<file path="config.mk">
export PLATFORM = sky130hd
export DESIGN_NAME = ifetch_queue
export DESIGN_NICKNAME = d
export VERILOG_FILES = /design/src/rtl/ifetch_queue.sv
export SDC_FILE = /design/constraint.sdc
export NUM_CORES = 1
export LEC_CHECK = 0
export CORE_MARGIN = 8
export CORE_UTILIZATION = 61
export CTS_BUF_LIST = sky130_fd_sc_hd__clkbuf_16
export DETAILED_ROUTE_END_ITERATION = 7
export PLACE_DENSITY = 0.84
export SLEW_MARGIN = 20
export SYNTH_ARGS = -nofsm -noshare
export SYNTH_HDL_FRONTEND = slang
export SYNTH_SLANG_ARGS = --single-unit
</file>
<file path="constraint.sdc">
create_clock -name clk -period 7 [get_ports clk]
set_input_delay 1.75 -clock clk [delete_from_list [all_inputs] [get_ports clk]]
set_output_delay 1.75 -clock clk [all_outputs]
set_load 0.05 [all_outputs]
</file>
<file path="src/rtl/ifetch_queue.sv">
// Instruction-fetch front end: sequential word fetch, {pc, inst} prefetch FIFO, redirect flush.
// Latency: a response accepted at edge t is visible on out_valid in cycle t+1 (no bypass).
// Backpressure: requests stop while FIFO occupancy + outstanding requests reach DEPTH; out_ready low holds the head.
//
// Ports:
//   clk, rst                        clock, synchronous active-high reset
//   imem_req_valid/ready/addr       fetch request channel (word-aligned address)
//   imem_rsp_valid/data             in-order, unstallable response channel
//   redirect_valid/pc               flush and restart fetch at redirect_pc (low two bits ignored)
//   out_valid/ready/inst/pc         FIFO head towards the decoder
module ifetch_queue #(
  parameter int unsigned DEPTH    = 4,
  parameter logic [31:0] RESET_PC = 32'h0000_0000
) (
  input  logic        clk,
  input  logic        rst,
  output logic        imem_req_valid,
  input  logic        imem_req_ready,
  output logic [31:0] imem_req_addr,
  input  logic        imem_rsp_valid,
  input  logic [31:0] imem_rsp_data,
  input  logic        redirect_valid,
  input  logic [31:0] redirect_pc,
  output logic        out_valid,
  input  logic        out_ready,
  output logic [31:0] out_inst,
  output logic [31:0] out_pc
);

  localparam int AW = $clog2(DEPTH);
  localparam int CW = $clog2(DEPTH + 1);
  localparam logic [CW:0]   DEPTH_W = (CW+1)'(DEPTH);
  localparam logic [AW-1:0] PTR_ONE = AW'(1);
  localparam logic [CW-1:0] CNT_ONE = CW'(1);

  typedef struct packed {
    logic [31:0] pc;
    logic [31:0] inst;
  } entry_t;

  logic [31:0]   fetch_pc;
  entry_t        fifo_mem [DEPTH];
  logic [AW-1:0] fifo_rd_ptr;
  logic [AW-1:0] fifo_wr_ptr;
  logic [31:0]   pc_q [DEPTH];
  logic [AW-1:0] pcq_rd_ptr;
  logic [AW-1:0] pcq_wr_ptr;
  logic [CW-1:0] count;
  logic [CW-1:0] outstanding;
  logic [CW-1:0] drop;

  logic          req_fire;
  logic          rsp_keep;
  logic          pop;
  logic [CW:0]   credits_used;
  logic [CW-1:0] req_inc;
  logic [CW-1:0] rsp_dec;
  logic [CW-1:0] push_inc;
  logic [CW-1:0] pop_dec;
  logic          unused_redirect_lsbs;

  assign unused_redirect_lsbs = ^redirect_pc[1:0];

  // Every FIFO slot is pre-reserved at request time, so a kept response always has room.
  assign credits_used   = {1'b0, count} + {1'b0, outstanding};
  assign imem_req_valid = !rst && !redirect_valid && (credits_used < DEPTH_W);
  assign imem_req_addr  = rst ? RESET_PC : fetch_pc;
  assign req_fire       = imem_req_valid && imem_req_ready;

  // Redirect discards the same-cycle response and overrides any same-cycle pop.
  assign rsp_keep  = imem_rsp_valid && (drop == '0) && !redirect_valid;
  assign out_valid = !rst && (count != '0);
  assign pop       = out_valid && out_ready && !redirect_valid;
  assign out_inst  = rst ? 32'h0 : fifo_mem[fifo_rd_ptr].inst;
  assign out_pc    = rst ? 32'h0 : fifo_mem[fifo_rd_ptr].pc;

  assign req_inc  = {{(CW-1){1'b0}}, req_fire};
  assign rsp_dec  = {{(CW-1){1'b0}}, imem_rsp_valid};
  assign push_inc = {{(CW-1){1'b0}}, rsp_keep};
  assign pop_dec  = {{(CW-1){1'b0}}, pop};

  always_ff @(posedge clk) begin
    if (rst) begin
      fetch_pc    <= RESET_PC;
      count       <= '0;
      outstanding <= '0;
      drop        <= '0;
      fifo_rd_ptr <= '0;
      fifo_wr_ptr <= '0;
      pcq_rd_ptr  <= '0;
      pcq_wr_ptr  <= '0;
    end else begin
      outstanding <= outstanding + req_inc - rsp_dec;
      // The pc shadow queue tracks in-flight requests, so it is never flushed by a redirect.
      if (req_fire)       pcq_wr_ptr <= pcq_wr_ptr + PTR_ONE;
      if (imem_rsp_valid) pcq_rd_ptr <= pcq_rd_ptr + PTR_ONE;

      if (redirect_valid) begin
        fetch_pc    <= {redirect_pc[31:2], 2'b00};
        count       <= '0;
        fifo_rd_ptr <= fifo_wr_ptr;
        // Everything still in flight after this cycle's response belongs to the old path.
        drop        <= outstanding - rsp_dec;
      end else begin
        if (req_fire) fetch_pc <= fetch_pc + 32'd4;
        if (imem_rsp_valid && (drop != '0)) drop <= drop - CNT_ONE;
        if (rsp_keep) fifo_wr_ptr <= fifo_wr_ptr + PTR_ONE;
        if (pop)      fifo_rd_ptr <= fifo_rd_ptr + PTR_ONE;
        count <= count + push_inc - pop_dec;
      end
    end
  end

  always_ff @(posedge clk) begin
    if (req_fire) pc_q[pcq_wr_ptr] <= fetch_pc;
  end

  always_ff @(posedge clk) begin
    if (!rst && rsp_keep) fifo_mem[fifo_wr_ptr] <= '{pc: pc_q[pcq_rd_ptr], inst: imem_rsp_data};
  end

  a_no_overflow: assert property (@(posedge clk) disable iff (rst)
    rsp_keep |-> ({1'b0, count} < DEPTH_W));
  a_rsp_has_req: assert property (@(posedge clk) disable iff (rst)
    imem_rsp_valid |-> (outstanding != '0));

endmodule

</file>
Yosys cells after proc, flatten, opt, wreduce, memory -nomap -nowiden:

Memory sizes are Yosys's and may differ from the RTL's. A register that Yosys moved wholly into a read port is not among the register bits.
Cells that the tools add are included.

* add/subtract/negate cells: 12
* magnitude comparators: 1
* mux-type cells: 17
* bitwise logic cells: 1
* reduce and logical (&&, ||, !) cells: 20

Operators with widths (number)
* 32-bit 2-to-1 mux: 5
* 32-bit by 3-bit adder with 32-bit output, second input constant: 1
* 2-bit 2-to-1 mux: 6
* 1-bit logical AND: 10
* 3-bit by 1-bit subtractor with 3-bit output: 3
* 2-bit by 1-bit adder with 2-bit output, second input constant: 4
* 3-bit by 1-bit adder with 3-bit output: 2
* 3-bit 2-to-1 mux: 2
* 2-bit nonzero test: 3
* 3-bit nonzero test: 2
* 3-bit by 3-bit adder with 4-bit output: 1
* 4-bit by 3-bit less-than comparator with 1-bit output, second input constant: 1
* 1-bit 2-to-1 mux: 4
* 3-bit logical NOT: 1
* 3-bit by 1-bit subtractor with 3-bit output, second input constant: 1
* 1-bit logical NOT: 2
* 2-bit AND reduction: 1
* 2-bit OR reduction: 1
* 1-bit inverter: 1

* register bits after elaboration: 49
* bits in writable memories: 384
* output and inout bits: 98
* memories kept: 2

Memory list
* fifo_mem: depth 4, width 64, rd ports 1, clocked after Yosys merged registers in 1, wr ports 1, RTL line 42 `entry_t fifo_mem [DEPTH];`
* pc_q: depth 4, width 32, rd ports 1, clocked after Yosys merged registers in 1, wr ports 1, RTL line 45 `logic [31:0] pc_q [DEPTH];`

Logic depth before layout (Yosys ltp):

* depth in word-level cells: 8
* mapped depth: 12
* mapped depth without buffers: 10

Worst setup path before layout:

No wires, ideal clock.

* path kind: in2out
* start: input port redirect_valid
* end: output port imem_req_valid
* arrival: 3188 ps
* data required time: 5250 ps
* slack: 2062 ps
* stages: 2
* path buffers: 0
* cell sequence: or2_2 > nor3_1

* cells in the longest elaborated chain, start to end: 3

RTL lines
* from (decl): RTL line 22 `input logic redirect_valid,`
* 1-bit logical NOT: RTL line 66 `assign imem_req_valid = !rst && !redirect_valid && (credits_used < DEPTH_W);`
* 1-bit logical AND (2 in a row): RTL line 66
* to (decl): RTL line 17 `output logic imem_req_valid,`

No other way between the ends.

Worst setup path in the final report:

* start: input port rst
* end: output port out_pc[9]

* cells in the longest elaborated chain, start to end: 1

RTL lines
* from (decl): RTL line 16 `input logic rst,`
* 32-bit 2-to-1 mux: RTL line 75 `assign out_pc = rst ? 32'h0 : fifo_mem[fifo_rd_ptr].pc;`
* to (decl): RTL line 27 `output logic [31:0] out_pc`

No other way between the ends.

==> out/metrics.csv <==
stage,metric,value,unit
grt,grt_pass1_vias,9541,
critical_path,r2r-end,outstanding[2],
place,io_buffers,161,
critical_path,cp_cell_sequence,"buf_4, buf_4, nor2b_1, clkdlybuf4s50_1",
timing,fin_crit,5.53,ns
timing,setup_viol,0,
grt,track_usage,22.3,%
clock_network,cts_tree,built,
route,ant_nets,0,
die,die_h,182,um
route,dr.first_iter.drc_count,912,
cells_and_area,num-nets-final,1210,
cells_and_area,syn_to_final_growth,19.8,%
route,vias,9305,
route,vias_per_cell,6.24,
timing,fin_crit_sh,79.0,%
timing,clock_skew,0.0273,ns
grt,antenna_found_initial,0,
clock_network,htreeDepth,2,
place,post-dp-hpwl,21800,um
min_path,hold_class,flip-flop to flip-flop,
critical_path,end_kind,output pin,
critical_path,start_kind,primary input,
timing,fin_setup_tns,0,ns
critical_path,crit_slowest_cell,clkdlybuf4s50_1,
critical_path,crit_type,primary input to output pin,
clock_network,clk_pin_slew,0.06,ns
grt,grt_max_degree,74,
clock_network,cts_setup_buffers,0,
grt,overflow,0,
clock_network,clock-sinks,419,
logic_synthesis,yosys_warnings,0,
logic_synthesis,yosys_register_bits,419,
grt,grt_first_pass_wirelength,56400,um
route,routed_wl,37300,um
clock_network,cts_buffer_depth,3,
critical_path,path_max_fanout,73,
cells_and_area,layout_commonest_cell,edfxtp_1,
logic_synthesis,synthArstFlopShare,0,%
die,row_count,60,
logic_synthesis,synth_edf_count,368,
route,route.detailed.drc,0,
critical_path,cp.required,5.25,ns
logic_synthesis,synth_area,16800,um2
route,post_drt_wl_per_cell,25.0,um
timing,fmax,181,MHz
cells_and_area,antennaDiodeCount,0,
timing,tightest_slew,1.08,ns
critical_path,critPathMostFrequentCell,buf_4,
critical_path,critPathMaxStageDelay,0.74,ns
min_path,hold_depth,2,
timing,finalWorstSetupSlack,1.47,ns
die,fp.coreArea,27000,um2
timing,maxSlewViolCount,0,
critical_path,r2r-start,outstanding[2],
critical_path,r2r_setup_slack,3.86,ns
place,place_worst_setup_slack,1.49,ns
logic_synthesis,avgSynthCellArea,17.9,um2
pwr,p_per_area,278,nW/um2
pwr,p_leak,6.57,nW
critical_path,crit_start,rst,
critical_path,cp_top_family,buffers and inverters,
logic_synthesis,synth_cell_types,58,
critical_path,arrival,3.78,ns
die,ios,168,
route,drtPass1Iterations,6,
clock_network,cts_resized,0,
die,start_util,62.1,%
timing,maxSlewHeadroom,28.1,%
run,drv_cap,0,
clock_network,cts_root_buffer,clkbuf_16,
clock_network,numCtsBuffers,42,
pwr,peakVddDrop,0.000185,V
logic_synthesis,ys_seq_area_share,71.9,%
cells_and_area,drive_gt1_share,16.4,%
critical_path,r2r_cells,11,
cells_and_area,final_cell_mix,"edfxtp_1 (368), clkdlybuf4s50_1 (160), mux4_2 (92)",
critical_path,critical_path_buf_inv_count,3,
die,die_area,33100,um2
logic_synthesis,ys.flop_type,edfxtp_1,
clock_network,insertion_delay,0.54,ns
logic_synthesis,netlist_instances,940,
die,die_w,182,um
timing,hold_violations,0,
min_path,hold_end,fifo_wr_ptr[1],
cells_and_area,postLayoutCoreUtil,74.4,%
place,place_congestion,0.813,
clock_network,cts.hold.buffers_added,0,
outcome,status,"complete, no violations",
min_path,min-delay-start,fifo_wr_ptr[1],
timing,rsz0062_at_grt,no,
## synth_stat cells, types with 13 or more instances
cell type  count  share of area [%]
edfxtp_1     368                 66
mux4_2        92                 12
nor2b_1       91                3.4
dfxtp_1       51                6.1
nor2_1        42               0.94
clkbuf_1      32               0.72
nand2_1       28               0.63
a21oi_1       26               0.78
inv_1         20               0.45
ha_1          19                1.4
and2_1        14               0.52
nand3_1       13               0.39
## power breakdown
group          internal [mW]  switching, mW  total [mW]
Sequential              2.80         0.0702        2.87
Clock                   1.26          0.898        2.16
Combinational          0.239          0.327       0.566
Total                   4.30           1.30        5.59
## final cells by class
class,count,area (um2)
Sequential cell,419,12100
Fill cell,1520,6920
Timing Repair Buffer,182,1770
Clock buffer,43,1080
Inverter,22,82.6
Clock inverter,33,251
Tap cell,341,427
Multi-Input combinational cell,452,4430
## worst register-to-register path, delay by kind of cell, from the launching register on
kind	cells	cell delay, ns
AND/OR/NAND/NOR	3	0.70
adder cells (fa/ha/maj)	4	1.17
buffers and inverters	3	0.57
XOR/XNOR	1	0.16
flip-flops	1	0.40
## kinds of logic (layout without fill, tap and decap cells)
family / Yosys count / in the layout / synth area share (%)
other: 1 / 4 / 0.0223
buffers and inverters: 72 / 280 / 1.81
and+or+nand+nor: 236 / 236 / 8.11
AOI/OAI and AO/OA: 75 / 75 / 2.87
adders and majority gates: 21 / 21 / 1.65
xor gates and xnor gates: 21 / 21 / 1.10
muxes: 95 / 95 / 12.5
DFF: 419 / 419 / 71.9
## routing by layer
metal  up-vias  global-route usage, %  wire (um)
li1       4039                      -          -
met1      4700                   28.6      14200
met2       491                   38.1      19100
met3        75                   3.45       2690
met4         0                   8.63       1260
met5         -                      0          0
## through the flow
| stage | cells | area, um2 | hold slack, ns | total power [mW] |
|---|---|---|---|---|
| floorplan | 943 | 16800 | 0.460 | 3.28 |
| global placement | 1416 | 18800 | 0.483 | 3.46 |
| detailed placement | 1416 | 18800 | 0.492 | 3.48 |
| CTS | 1492 | 20100 | 0.500 | 5.62 |
| global route | 1492 | 20100 | 0.530 | 5.74 |
| finish | 1492 | 20100 | 0.498 | 5.59 |
## flip-flops by register name, indices dropped and copies added (netlist names), named ones only
| name | flops |
|---|---|
| pc_q | 120 |
| drop | 3 |
| fetch_pc | 30 |
| pcq_rd_ptr | 2 |
| fifo_wr_ptr | 2 |
| count | 3 |
| fifo_mem | 248 |
| outstanding | 3 |
| fifo_rd_ptr | 2 |
| pcq_wr_ptr | 2 |
## worst max-delay path by stage
stage / slack (ns) / depth (start not counted) / end
2_1_floorplan: 2.06 / 2 / imem_req_valid
3_3_place_gp: 1.51 / 4 / out_pc[9]
3_5_place_dp: 1.49 / 4 / out_pc[9]
4_1_cts: 1.47 / 4 / imem_req_addr[6]
5_1_grt: 1.36 / 4 / out_pc[9]
6_report: 1.47 / 4 / out_pc[9]
No activity file was read; power rests on OpenSTA's default activity.
==> edit: new RTL, same settings <==
`DEPTH`: 4 -> 8.
--- a/src/rtl/ifetch_queue.sv
+++ b/src/rtl/ifetch_queue.sv
@@ -9,7 +9,7 @@
 //   redirect_valid/pc               flush and restart fetch at redirect_pc (low two bits ignored)
 //   out_valid/ready/inst/pc         FIFO head towards the decoder
 module ifetch_queue #(
-  parameter int unsigned DEPTH    = 4,
+  parameter int unsigned DEPTH    = 8,
   parameter logic [31:0] RESET_PC = 32'h0000_0000
 ) (
   input  logic        clk,
Check against the original RTL: no difference found for any inputs over 4 cycles, from zero or initial values and one cycle with rst high; that may be too few to reach the edited logic, so the function may still have changed.
==> edit against the original RTL <==
Synthesized cell count grew 70%; routed wire length is 94% higher; maximum frequency up 1.1%; sequential cell count grew 377; design area increased by 82%; setup slack improved by 60 ps; power rose by 86%; global-route usage up 2.0 points; synthesized area increased by 87%; critical path type is now reg2out.
==> edit: results (changes against the original RTL) <==
final routed wire length divided by cell count 28.5 um (+14%); Switching Fraction 22.7% (-0.46 points); amount of wire on met2 after detailed routing 37.3 mm (+95%); Slew headroom 26.2% (-2.0 points); wl on met1 27.3 mm (+92%); # nets final 1885 (+56%); ratio of cells with drive above 1 in the final layout 21.4% (+5.0 points); longest individual stage delay on the worst path 790 ps (+50 ps); gate count of the mapped netlist 1602 (+70%); met3 usage in global routing 4.23% (+0.77 points); Via-to-Cell Ratio 6.46 (+3.5%); sequential area share after synthesis 74.1% (+2.2 points); leading registers by flop count fifo_mem (496), pc_q (240), fetch_pc (30); maximum number of pins on one net before global-route repair 76 (+2.7%); wire length of the first global-routing pass 108 mm (+92%); antenna violations before repair 2 (+2); final setup skew 22.3 ps (-5.05 ps); Routed met3 length 5.92 mm (+120%); most used standard cells in the synthesized netlist 736 x edfxtp_1, 184 x mux4_2, 113 x nor2_1; met2 track demand over resource in global routing 42.0% (+3.9 points); number of DRC violations after detailed-routing iteration 0 1844 (+100%); LEAKAGE 11.5 nW (+75%); area share of the leading cell type in the synthesized netlist 70.3% (+4.5 points); result of the run complete, no violations; via count of the first global-routing pass 17100 (+80%); IR Drop Worst-Case VDD 0.000180 V (-2.6%); Synth Area in Compound Gates 1.85% (-1.0 points); total CTS buffers 77 (+83%)
==> edit: changes by cell type in the layout (fill, tap and decap cells not counted), sizes merged, moves of 38 or more <==
| cell | change |
|---|---|
| mux2i | +67 |
| mux4 | +92 |
| edfxtp | +368 |
| nor2 | +71 |
| nor2b | -56 |
| clkbuf | +38 |
==> edit: per-stage QoR <==
step	util, %	area [sq um]	power [mW]	hold slack, ps
finish	71.5	36500	10.4	535
CTS	71.5	36500	10.5	538
global placement	66.5	34000	6.28	501
detailed placement	66.5	34000	6.32	523
global route	71.5	36500	10.7	560
floorplan	-	31400	6.04	485
==> edit: power by group through the flow <==
stage / clock, mW / sequential, mW / combinational [mW]
finish: 4.17 / 5.42 / 0.816
global placement: 0 / 5.51 / 0.771
global route: 4.38 / 5.43 / 0.873
CTS: 4.22 / 5.42 / 0.822
detailed placement: 0 / 5.52 / 0.802
floorplan: 0 / 5.45 / 0.585
==> edit: cell type report <==
cell class / count / area, sq um / share of cell area (%)
diodes: 1 / 2.50 / 0.00685
clock buffers: 81 / 2030 / 5.55
clock inverters: 59 / 504 / 1.38
inverters: 21 / 78.8 / 0.216
multi-input cells: 696 / 7750 / 21.2
flip-flops and latches: 796 / 23300 / 63.8
well taps: 680 / 851 / 2.33
repair buffers: 199 / 1990 / 5.45
==> edit: path summary, 6_finish.rpt <==
path	to	slack, ps	startpoint	depth (start not counted)
max reg2reg	pc_q[3][21]	3380	outstanding[2]	6
min	register	540	pcq_rd_ptr[1]	2
max	out_pc[31]	1530	register	5
min reg2reg	register	540	pcq_rd_ptr[1]	2
==> edit: worst register-to-register path: stages, from the launching register on <==
cell and delay, ps:
dfxtp_1 370, ha_1 220, nor4_2 320, o211a_2 710, nand2_1 390, nor3b_4 810
buf_4 440
